$ cat config.mk
export PLATFORM = sky130hd
export DESIGN_NAME = clock_time_ctrl
export DESIGN_NICKNAME = d
export VERILOG_FILES = /design/src/rtl/clock_time_ctrl.sv
export SDC_FILE = /design/constraint.sdc
export NUM_CORES = 1
export LEC_CHECK = 0
export BUFFER_PORTS_ARGS = -buffer_cell sky130_fd_sc_hd__buf_2
export CAP_MARGIN = 20
export CORE_ASPECT_RATIO = 0.9
export CORE_MARGIN = 1.5
export CORE_UTILIZATION = 56
export CTS_CLUSTER_SIZE = 14
export DETAILED_ROUTE_END_ITERATION = 8
export PLACE_DENSITY = 0.75
export SKIP_LAST_GASP = 1
export SLEW_MARGIN = 20
export SYNTH_ARGS = -nofsm -noshare
export SYNTH_HDL_FRONTEND = slang
export SYNTH_SLANG_ARGS = --single-unit
export TNS_END_PERCENT = 5
$ cat constraint.sdc
create_clock -name clk -period 2.9 [get_ports clk]
set_input_delay 0.58 -clock clk [delete_from_list [all_inputs] [get_ports clk]]
set_output_delay 0.58 -clock clk [all_outputs]
set_load 0.03 [all_outputs]
$ cat src/rtl/clock_time_ctrl.sv
// ---------------------------------------------------------------------------
// clock_time_ctrl
//   Time-of-day source for the seven-segment clock display. Keeps hh:mm:ss as
//   six packed BCD digits, advances on a 1 Hz enable, and lets the user set
//   hours / minutes / seconds with two debounced push-buttons.
//
// Ports
//   clk        : system clock, all state on the rising edge
//   rst        : asynchronous active-high reset
//   tick       : one-cycle 1 Hz enable, synchronous to clk
//   btn_mode   : raw mode button (asynchronous, active-high)
//   btn_inc    : raw increment button (asynchronous, active-high)
//   time_bcd   : {hh_t,hh_u,mm_t,mm_u,ss_t,ss_u}, 4-bit BCD each
//   les        : per-digit blink mask, same digit order as time_bcd
//   set_active : high while in any SET state
//   sec_wrap   : one-cycle pulse when the time rolls 23:59:59 -> 00:00:00
// ---------------------------------------------------------------------------
module clock_time_ctrl #(
  parameter int DEBOUNCE_CYCLES = 1000000,
  parameter int CNT_W           = 20
) (
  input  logic        clk,
  input  logic        rst,
  input  logic        tick,
  input  logic        btn_mode,
  input  logic        btn_inc,
  output logic [23:0] time_bcd,
  output logic [5:0]  les,
  output logic        set_active,
  output logic        sec_wrap
);

  typedef enum logic [1:0] {RUN, SET_HR, SET_MIN, SET_SEC} state_t;

  localparam logic [CNT_W-1:0] CNT_LAST = CNT_W'(DEBOUNCE_CYCLES - 1);
  localparam logic [CNT_W-1:0] CNT_ONE  = CNT_W'(1);

  // -------------------------------------------------------------------------
  // Button conditioning: bit 0 = mode, bit 1 = increment.
  // -------------------------------------------------------------------------
  logic [1:0]       btn_raw;
  logic [1:0]       sync1, sync2;
  logic [1:0]       deb;
  logic [1:0]       pulse;
  logic [CNT_W-1:0] cnt [2];
  logic             mode_p, inc_p;

  assign btn_raw = {btn_inc, btn_mode};
  assign mode_p  = pulse[0];
  assign inc_p   = pulse[1];

  always_ff @(posedge clk or posedge rst) begin
    if (rst) begin
      sync1 <= '0;
      sync2 <= '0;
      deb   <= '0;
      pulse <= '0;
      for (int b = 0; b < 2; b++) cnt[b] <= '0;
    end else begin
      // NOTE: sequential state uses <= so every register samples the
      // pre-edge values; blocking here would chain sync1 straight into sync2.
      sync1 <= btn_raw;
      sync2 <= sync1;
      for (int b = 0; b < 2; b++) begin
        pulse[b] <= 1'b0;
        if (sync2[b] == deb[b]) begin
          cnt[b] <= '0;
        end else if (cnt[b] == CNT_LAST) begin
          // Level held long enough: accept it; a rising acceptance is the press.
          deb[b]   <= sync2[b];
          pulse[b] <= sync2[b];
          cnt[b]   <= '0;
        end else begin
          cnt[b] <= cnt[b] + CNT_ONE;
        end
      end
    end
  end

  // -------------------------------------------------------------------------
  // Mode FSM: state register / next-state / registered outputs.
  // -------------------------------------------------------------------------
  state_t state, state_d;

  always_ff @(posedge clk or posedge rst) begin
    if (rst) state <= RUN;
    else     state <= state_d;
  end

  always_comb begin
    // NOTE: default assignment first so no path leaves state_d unassigned,
    // which would otherwise infer a latch.
    state_d = state;
    if (mode_p) begin
      unique case (state)
        RUN:     state_d = SET_HR;
        SET_HR:  state_d = SET_MIN;
        SET_MIN: state_d = SET_SEC;
        SET_SEC: state_d = RUN;
        default: state_d = RUN;
      endcase
    end
  end

  // Outputs are decoded from the next state so they register on the same
  // edge as the state itself.
  logic [5:0] les_d;
  logic       set_active_d;

  always_comb begin
    les_d = 6'b000000;
    unique case (state_d)
      SET_HR:  les_d = 6'b110000;
      SET_MIN: les_d = 6'b001100;
      SET_SEC: les_d = 6'b000011;
      default: les_d = 6'b000000;
    endcase
    set_active_d = (state_d != RUN);
  end

  always_ff @(posedge clk or posedge rst) begin
    if (rst) begin
      les        <= '0;
      set_active <= 1'b0;
    end else begin
      les        <= les_d;
      set_active <= set_active_d;
    end
  end

  // -------------------------------------------------------------------------
  // Time datapath: three two-digit BCD fields.
  // -------------------------------------------------------------------------
  logic [7:0] hh, mm, ss;

  // Two-digit BCD increment that wraps to 00 after max.
  function automatic logic [7:0] inc_bcd(input logic [7:0] v, input logic [7:0] max);
    if (v == max)            return 8'h00;
    else if (v[3:0] == 4'd9) return {v[7:4] + 4'd1, 4'd0};
    else                     return {v[7:4], v[3:0] + 4'd1};
  endfunction

  always_ff @(posedge clk or posedge rst) begin
    if (rst) begin
      hh       <= 8'h00;
      mm       <= 8'h00;
      ss       <= 8'h00;
      sec_wrap <= 1'b0;
    end else begin
      sec_wrap <= 1'b0;
      if (state == RUN) begin
        // A tick coinciding with mode_p is still applied here.
        if (tick) begin
          ss <= inc_bcd(ss, 8'h59);
          if (ss == 8'h59) begin
            mm <= inc_bcd(mm, 8'h59);
            if (mm == 8'h59) begin
              hh <= inc_bcd(hh, 8'h23);
              if (hh == 8'h23) sec_wrap <= 1'b1;
            end
          end
        end
      end else if (inc_p && !mode_p) begin
        // Mode wins over a coincident increment; fields never carry in set.
        unique case (state)
          SET_HR:  hh <= inc_bcd(hh, 8'h23);
          SET_MIN: mm <= inc_bcd(mm, 8'h59);
          SET_SEC: ss <= inc_bcd(ss, 8'h59);
          default: ;
        endcase
      end
    end
  end

  assign time_bcd = {hh, mm, ss};

endmodule

; ---- Word-level counts from Yosys, hierarchy flattened
; Index checks and enable logic that the tools add are counted.
[totals]
register_bits = 82
latchBits = 0
ramBits = 0
romBits = 0
input_bits = 5
output_inout_bits = 32
memories = 0
[op_classes]
n_addsub = 8
multipliers = 0
div_mod_pow = 0
order_cmp = 0
n_eq_ne = 19
shifts = 0
mux = 37
n_bitwise = 2
n_reduce_logical = 13
[ops]
columns = op, count
row1 = $mux W8, 21
row2 = $mux W20, 4
row3 = $add A20 B1 Y20 const B, 2
row4 = $eq A20 B20 Y1 const B, 2
row5 = $add A4 B1 Y4 const B, 6
row6 = $pmux W6 S3, 1
row7 = $eq A8 B7 Y1 const B, 2
row8 = $eq A4 B4 Y1 const B, 3
row9 = $reduce_bool A2 Y1, 5
row10 = $mux W1, 9
row11 = $eq A2 B2 Y1 const B, 4
row12 = $eq A8 B6 Y1 const B, 1
row13 = $pmux W2 S4, 1
row14 = $reduce_and A5 Y1, 1
row15 = $eq A2 B1 Y1 const B, 2
row16 = $ne A2 B1 Y1 const B, 2
row17 = $reduce_and A2 Y1, 2
row18 = $reduce_and A4 Y1, 1
row19 = $reduce_and A3 Y1, 1
row20 = $eq A1 B1 Y1, 2
row21 = $logic_not A2 Y1, 1
row22 = $mux W2, 1
row23 = $ne A2 B2 Y1 const B, 1
row24 = $not A1 Y1, 2
row25 = 2 further kinds, 2

; ---- Logic depth before layout (Yosys ltp)
; Gate-level depths: netlist of the first run.
[logic_depth]
depth_word = 7
mapped_depth = 7

; ---- Worst setup path before layout of the first run
; No wires, ideal clock.
[synth_timing]
path_kind = register to register
from = register ss[5]
to = register hh[0]
setup_time_ns = 0.125
arrival_time_ns = 1.879
required_time_ns = 2.775
path_slack_ns = 0.897
stages_incl_launch_ff = 8
path_buffers = 1
cell_sequence = dfrtp_1 -> inv_1 -> ha_1 -> and4b_1 -> and4b_1 -> clkbuf_1 -> or2_2 -> mux2_2
[synth_via]
elab_chain_cells = 3
[synth_rtl]
columns = element, line_no
row1 = "start, declared", 134  ; logic [7:0] hh, mm, ss;
row2 = "start signal, assigned", 154  ; ss <= inc_bcd(ss, 8'h59);
row3 = "start signal, assigned", 168  ; SET_SEC: ss <= inc_bcd(ss, 8'h59);
row4 = $eq A8 B7 Y1, 155  ; if (ss == 8'h59) begin
row5 = $ne A2 B1 Y1 (no source line), -
row6 = $reduce_and A5 Y1 (no source line), -
row7 = "end signal, assigned", 158  ; hh <= inc_bcd(hh, 8'h23);
row8 = "end signal, assigned", 166  ; SET_HR: hh <= inc_bcd(hh, 8'h23);
row9 = "end, declared", 134
; Every way passes these cells.
; A chain may end at the register's enable or synchronous reset.

; ---- Worst setup path after layout of the first run
[layout_timing]
from = register state[0]
to = register mm[3]
[layout_via]
elab_chain_cells = 3
word_cells_on_any_way = 8
cone_classes = eq/ne: 3 / mux: 1 / reduce/logical: 4
[layout_rtl]
columns = element, line_no
row1 = "start, declared", 83  ; state_t state, state_d;
row2 = "start signal, assigned", 87  ; else state <= state_d;
row3 = $eq A2 B2 Y1 or $logic_not A2 Y1 (tied branches), "165, 151"
row4 = "$reduce_bool A2 Y1 (no source line), or another cell as far along", -
row5 = $reduce_and A4 Y1 (no source line), -
row6 = "end signal, assigned", 156  ; mm <= inc_bcd(mm, 8'h59);
row7 = "end signal, assigned", 167  ; SET_MIN: mm <= inc_bcd(mm, 8'h59);
row8 = "end, declared", 134
; Parallel ways exist; a longest one is shown, timed or not.

==> results of run 1 <==
## power by group through the flow
stage	sequential, mW	combinational (mW)	clock [mW]
floorplan	1.32	0.170	0
global placement	1.25	0.339	0
detailed placement	1.25	0.348	0
CTS	1.23	0.350	0.949
global route	1.24	0.390	0.993
finish	1.23	0.345	0.927
## worst max-delay path by stage
stage,startpoint,end,slack [ps],cells past startpoint
after floorplan,rst,cnt[0],300,1
after global placement,state[0],mm[3],760,7
after detailed placement,state[0],mm[3],660,7
after CTS,state[0],mm[3],640,7
after global routing,state[0],mm[3],480,7
final,state[0],mm[3],620,7
## synthesized netlist by cell type, types with 2 or more instances
master,n
o211ai_1,2
and2_1,4
and4_1,7
nand3_1,17
or3_1,9
nand2b_1,6
buf_2,2
xor2_1,14
and4b_1,3
clkbuf_1,6
dfrtp_1,79
inv_1,21
and3b_1,4
xnor2_1,11
mux2_2,8
nand2_1,30
o21ai_0,25
a21o_1,4
or4b_1,2
or4_1,8
nor2_1,43
buf_4,4
o21a_1,3
a21oi_1,17
nor4b_1,3
o31ai_1,9
ha_1,17
nor4_1,5
nand4_1,9
nor3_1,7
## worst register-to-register path, cell delays in order, from the launching register on
cell	delay [ps]
dfrtp_1	380
inv_1	70
ha_1	230
nor3b_1	430
a32oi_1	160
buf_4	220
or4b_2	630
nand3_1	100
## metrics by stage
step / utilization / hold WS, ps
2_1_floorplan: - / 331
3_3_place_gp: 0.632 / 338
3_5_place_dp: 0.632 / 340
4_1_cts: 0.666 / 314
5_1_grt: 0.666 / 310
6_report: 0.666 / 329
## area by class of cell
cell class              count  area (sq um)  share of cell area
well taps                  90           113              0.0253
repair buffers             39           215              0.0483
multi-input cells         283          1840               0.413
inverters                  21          80.1              0.0180
clock inverters             6          93.8              0.0210
flip-flops and latches     79          1980               0.443
clock buffers              10           138              0.0309
## sequential cells by signal (all words and copies together), names as in the netlist
| register | flops |
|---|---|
| les | 3 |
| state | 2 |
| pulse | 2 |
| sync2 | 2 |
| set_active | 1 |
| cnt | 40 |
| mm | 8 |
| sync1 | 2 |
| ss | 8 |
| sec_wrap | 1 |
| deb | 2 |
| hh | 8 |
## cells by family (layout without fill, tap and decap cells)
logic type / count (synthesis) / after routing / synth area share
muxes: 9 / 9 / 0.0253
AOI/OAI and AO/OA: 67 / 67 / 0.105
xor gates and xnor gates: 25 / 25 / 0.0553
DFF: 79 / 79 / 0.499
buffers and inverters: 33 / 76 / 0.0357
and+or+nand+nor: 165 / 165 / 0.226
adders and majority gates: 17 / 17 / 0.0537
## routing by layer
metal	vias to the layer above	share of wire	GRT usage
met1	1422	0.48	0.264
met4	0	0.010	0.0516
li1	1481	-	-
met2	49	0.47	0.349
met3	7	0.040	0.0610
met5	-	0	0
==> results.py, run 1 <==
metrics = {
    "setup_path": {
        "path_cells": "inv_1 > ha_1 > nor3b_1 > a32oi_1 > buf_4 > or4b_2 > nand3_1",
        "r2r-end": "mm[3]",
        "r2r-start": "state[0]",
        "slowest_delay_ps": 630,
        "reg2reg_depth": 7,
        "cp.buffers_inverters": 2,
        "crit_arrival_ps": 2570,
        "required_ps": 3190,
        "crit_family": "simple AND/OR/NAND/NOR gates",
        "r2r_slack_ps": 620,
        "crit_path_max_fanout": 12,
        "path_class": "reg2reg",
        "crit_path_start_kind": "register",
        "crit_path_end_kind": "register",
        "crit_slowest_cell": "or4b_2",
    },
    "timing": {
        "setup_tns_ps": 0,
        "fin_crit_sh": 0.787,
        "setup_viol": 0,
        "finalHoldViolations": 0,
        "rsz0062_at_grt": "no",
        "fin_ws_ps": 619,
        "period_needed_ps": 2280,
        "worst_pin_slew_ps": 824,
        "slew_headroom": 0.450,
        "max_freq_mhz": 438,
        "finClkSkew_ps": 10.9,
        "slew_violations": 0,
    },
    "final_layout": {
        "mostFrequentLayoutCell": "dfrtp_1",
        "final_cells": 528,
        "diodes": 0,
        "nets": 455,
        "nFillCells": 520,
        "final_cell_mix": "dfrtp_1, nor2_1, buf_2",
        "final_area_sq_mm": 0.00446,
        "area_delta_synth_final_pct": 12.6,
        "drive_gt1_frac": 0.158,
    },
    "floorplanning": {
        "rows": 28,
        "fp.dieH_um": 82.8,
        "start_util": 0.592,
        "coreArea_sq_mm": 0.00669,
        "die-area_sq_mm": 0.00759,
        "ioPinCount": 37,
        "die_width_um": 91.7,
    },
    "global_routing": {
        "grt_max_degree": 48,
        "grt_overflow_total": 0,
        "first_global_vias": 2664,
        "grt_antenna_before_repair": 0,
        "gr-usage-all-layers": 0.206,
        "grt_pass1_wl_mm": 12.3,
    },
    "place": {
        "gp_congestion": 0.785,
        "dp_hpwl_mm": 4.98,
        "place_ws_ps": 660,
        "io_buffers": 36,
        "dpl_cell_area_sq_mm": 0.00423,
        "dp.cells": 512,
    },
    "clock_tree": {
        "hold_buffers": 0,
        "cts_tree": "built",
        "cts_buffer_depth": 2,
        "clock-sinks": 79,
        "cts_max_level": 3,
        "cts_made_buffers": 9,
        "cts_resized": 0,
        "insertion_delay_ps": 350,
        "cts_root_buf": "clkbuf_8",
        "clk_pin_slew_worst_paths_ps": 90,
        "post_cts.repair.setup_buffers": 0,
    },
    "power_and_ir_drop": {
        "internal-power_mw": 1.79,
        "netSwitchingFraction": 0.285,
        "finalPower_mw": 2.50,
        "vdd_drop_max_mv": 0.395,
        "powerDensity_mw_per_mm2": 561,
        "p_comb_frac": 0.138,
        "p_leak_nw": 2.04,
        "p_sw_uw": 713,
        "pwr-share-seq": 0.492,
        "clock_power_share": 0.370,
    },
    "detailed_routing": {
        "drt-initial-drc-count": 117,
        "firstDrtPassIters": 4,
        "viasPerCell": 5.60,
        "vias": 2959,
        "wire_per_inst_um": 13.4,
        "ant_nets": 0,
        "wl_mm": 7.09,
        "drcViolationCount": 0,
    },
    "hold_path": {
        "hp-start": "btn_mode",
        "min_path_type": "in2reg",
        "min_path_cells": 1,
        "hold_end": "sync1[0]",
    },
    "synthesis": {
        "synth_cell_types": 46,
        "synth_seq_cells": 79,
        "syn-cell-area_sq_mm": 0.00396,
        "yosys_warnings": 0,
        "syn_avg_cell_area_sq_um": 10.0,
        "synthArstFlopShare": 1.00,
        "synth_nets": 417,
        "synth_top_area_frac": 0.499,
        "yosysSeqAreaShare": 0.499,
        "synth_area_leaders": "dfrtp_1, ha_1, nor2_1, o21ai_0, xor2_1",
        "synth_top_flop_cell": "dfrtp_1",
        "synth_cells": 395,
        "synth-edff-count": 0,
        "yosysTopAreaCell": "dfrtp_1",
    },
    "job": {
        "cap_viol_max_count": 0,
    },
    "outcome": {
        "outcome": "finished clean",
    },
}
(Power assumes the default switching activity.)
==> inputs of run 2 (changes only) <==
- ABC_AREA: default -> 1
- PLACE_DENSITY: 0.75 -> 0.74
- clock period: 2.9 -> 2.18 ns (I/O delays scaled with it)
==> results.py, run 2 <==
metrics = {
    "final_layout": {
        "top_register": "cnt",
        "diodes": 0,
        "largest_reg_flops": 40,
        "area_delta_synth_final_pct": 11.7,
        "mostFrequentLayoutCell": "nand2_1",
        "drive_gt1_frac": 0.175,
        "nets": 608,
        "final_cells": 686,
        "final_cell_mix": "nand2_1, nor2_1, dfrtp_1",
    },
    "power_and_ir_drop": {
        "vdd_drop_max_mv": 0.467,
        "p_leak_nw": 2.40,
        "powerDensity_mw_per_mm2": 702,
        "finalPower_mw": 3.47,
    },
    "synthesis": {
        "synth-edff-count": 0,
        "synth_nets": 562,
        "synthArstFlopShare": 1.00,
        "synth_cell_types": 32,
        "synth_most_common_cell": "nand2_1",
        "synth_cells": 540,
        "synth_common_cells": "nand2_1, nor2_1, dfrtp_1, inv_1, nand3_1",
        "yosysTopAreaCell": "dfrtp_1",
        "synth_area_leaders": "dfrtp_1, nand2_1, nor2_1, nand3_1, inv_1",
        "yosys_warnings": 0,
        "syn_avg_cell_area_sq_um": 8.20,
        "synth_top_area_frac": 0.446,
        "synth_seq_cells": 79,
        "synth_top_flop_cell": "dfrtp_1",
        "yosysSeqAreaShare": 0.446,
        "syn-cell-area_sq_mm": 0.00443,
    },
    "place": {
        "dp.cells": 671,
        "io_buffers": 36,
        "dp_hpwl_mm": 6.11,
        "gp_congestion": 0.920,
    },
    "setup_path": {
        "path_class": "reg2reg",
        "crit_family": "simple AND/OR/NAND/NOR gates",
        "cp.buffers_inverters": 1,
        "slowest_delay_ps": 390,
        "crit_path_max_fanout": 8,
        "crit_slowest_cell": "dfrtp_1",
        "crit_path_end_kind": "register",
        "crit_arrival_ps": 1940,
        "crit_path_start_kind": "register",
        "cp-startpoint": "state[0]",
        "required_ps": 2420,
        "path_cells": "inv_1 > ha_1 > nor2_1 > nand2_1 > o21ai_2 > nand2_4 > nand2_1 > o21ai_2",
        "r2r-start": "state[0]",
    },
    "timing": {
        "finClkSkew_ps": 9.13,
        "setup_tns_ps": 0,
        "finalHoldViolations": 0,
        "setup_viol": 0,
        "fin_crit_sh": 0.776,
        "worst_pin_slew_ps": 428,
        "slew_headroom": 0.712,
        "slew_violations": 0,
        "max_freq_mhz": 591,
        "period_needed_ps": 1690,
        "whs_ps": 59.5,
        "rsz0062_at_grt": "no",
    },
    "detailed_routing": {
        "drcViolationCount": 0,
        "viasPerCell": 5.09,
        "vias": 3492,
        "wire_per_inst_um": 11.9,
        "firstDrtPassIters": 4,
        "drt-initial-drc-count": 145,
        "ant_nets": 0,
        "wl_mm": 8.20,
    },
    "job": {
        "cap_viol_max_count": 0,
    },
    "clock_tree": {
        "cts_tree": "built",
        "clock-sinks": 79,
        "insertion_delay_ps": 350,
        "clk_pin_slew_worst_paths_ps": 80,
        "cts_buffer_depth": 2,
        "cts_resized": 0,
        "post_cts.repair.setup_buffers": 0,
        "cts_root_buf": "clkbuf_8",
        "hold_buffers": 0,
        "cts_made_buffers": 9,
        "cts_max_level": 3,
    },
    "floorplanning": {
        "die-area_sq_mm": 0.00845,
        "start_util": 0.581,
        "coreArea_sq_mm": 0.00762,
        "rows": 30,
        "die_width_um": 96.7,
        "ioPinCount": 37,
        "fp.dieH_um": 87.4,
    },
    "global_routing": {
        "grt_antenna_before_repair": 0,
        "grt_pass1_wl_mm": 14.5,
        "gr-usage-all-layers": 0.210,
        "grt_max_degree": 66,
        "grt_overflow_total": 0,
        "first_global_vias": 3278,
    },
    "outcome": {
        "outcome": "finished clean",
    },
    "hold_path": {
        "min_path_type": "in2async",
    },
}
==> run 2: changes by cell type after synthesis, moves of 10 or more <==
cell	previous run	this run
nand3_1	17	56
inv_1	21	60
nor2_2	0	10
nand2_1	30	104
nor2_1	43	96
o21ai_0	25	12
==> run 2: cells by family (layout without fill, tap and decap cells) <==
logic type	after synthesis	after routing	share of synthesized area
flip-flops	79	79	0.446
buffers and inverters	67	117	0.0593
AND/OR/NAND/NOR	313	313	0.338
AO/OA/AOI/OAI	33	33	0.0452
XOR/XNOR	31	31	0.0630
adder cells (fa/ha/maj)	17	17	0.0480
==> run 2: cell type report <==
type	instances	area, sq um
Fill cell	649	2670
Multi-Input combinational cell	394	2190
Sequential cell	79	1980
Inverter	63	240
Timing Repair Buffer	39	215
Clock buffer	11	151
Tap cell	96	120
Clock inverter	4	52.6
==> run 2: path summary, 6_finish.rpt <==
kind	to	slack [ps]	cells after the start
worst max-delay path	hh[3]	490	8
worst min-delay path	sync1[0]	60	2
worst max register to register	hh[3]	490	8
worst min register to register	sync2[0]	360	0
max in group asynchronous	deb[1]	1470	3
min in group clk	sync1[0]	190	1
==> run 2: power by group <==
part	switching, mW	internal, mW	total (mW)
registers	0.115	1.57	1.68
logic	0.446	0.223	0.670
clock network	0.527	0.592	1.12
==> run 2: worst reg2reg max path, stage by stage (launching register included) <==
cell,delay [ps]
dfrtp_1,390
inv_1,80
ha_1,280
nor2_1,110
nand2_1,110
o21ai_2,310
nand2_4,150
nand2_1,110
o21ai_2,60
==> run 2: per-layer routing <==
layer | vias up | GRT usage | share of wire | wire length [um]
met5 | - | 0 | 0 | 0
met4 | 0 | 0.0448 | 0.0045 | 37
met3 | 4 | 0.0602 | 0.036 | 297
met2 | 57 | 0.342 | 0.45 | 3710
met1 | 1635 | 0.284 | 0.51 | 4150
li1 | 1796 | - | - | -
==> run 2: per-stage QoR <==
stage,instance area [sq um],worst slack (ps),utilization
after floorplan,4430,558,-
after global placement,4740,570,0.622
after detailed placement,4740,502,0.622
after CTS,4950,496,0.649
after global routing,4950,330,0.649
final,4950,488,0.649
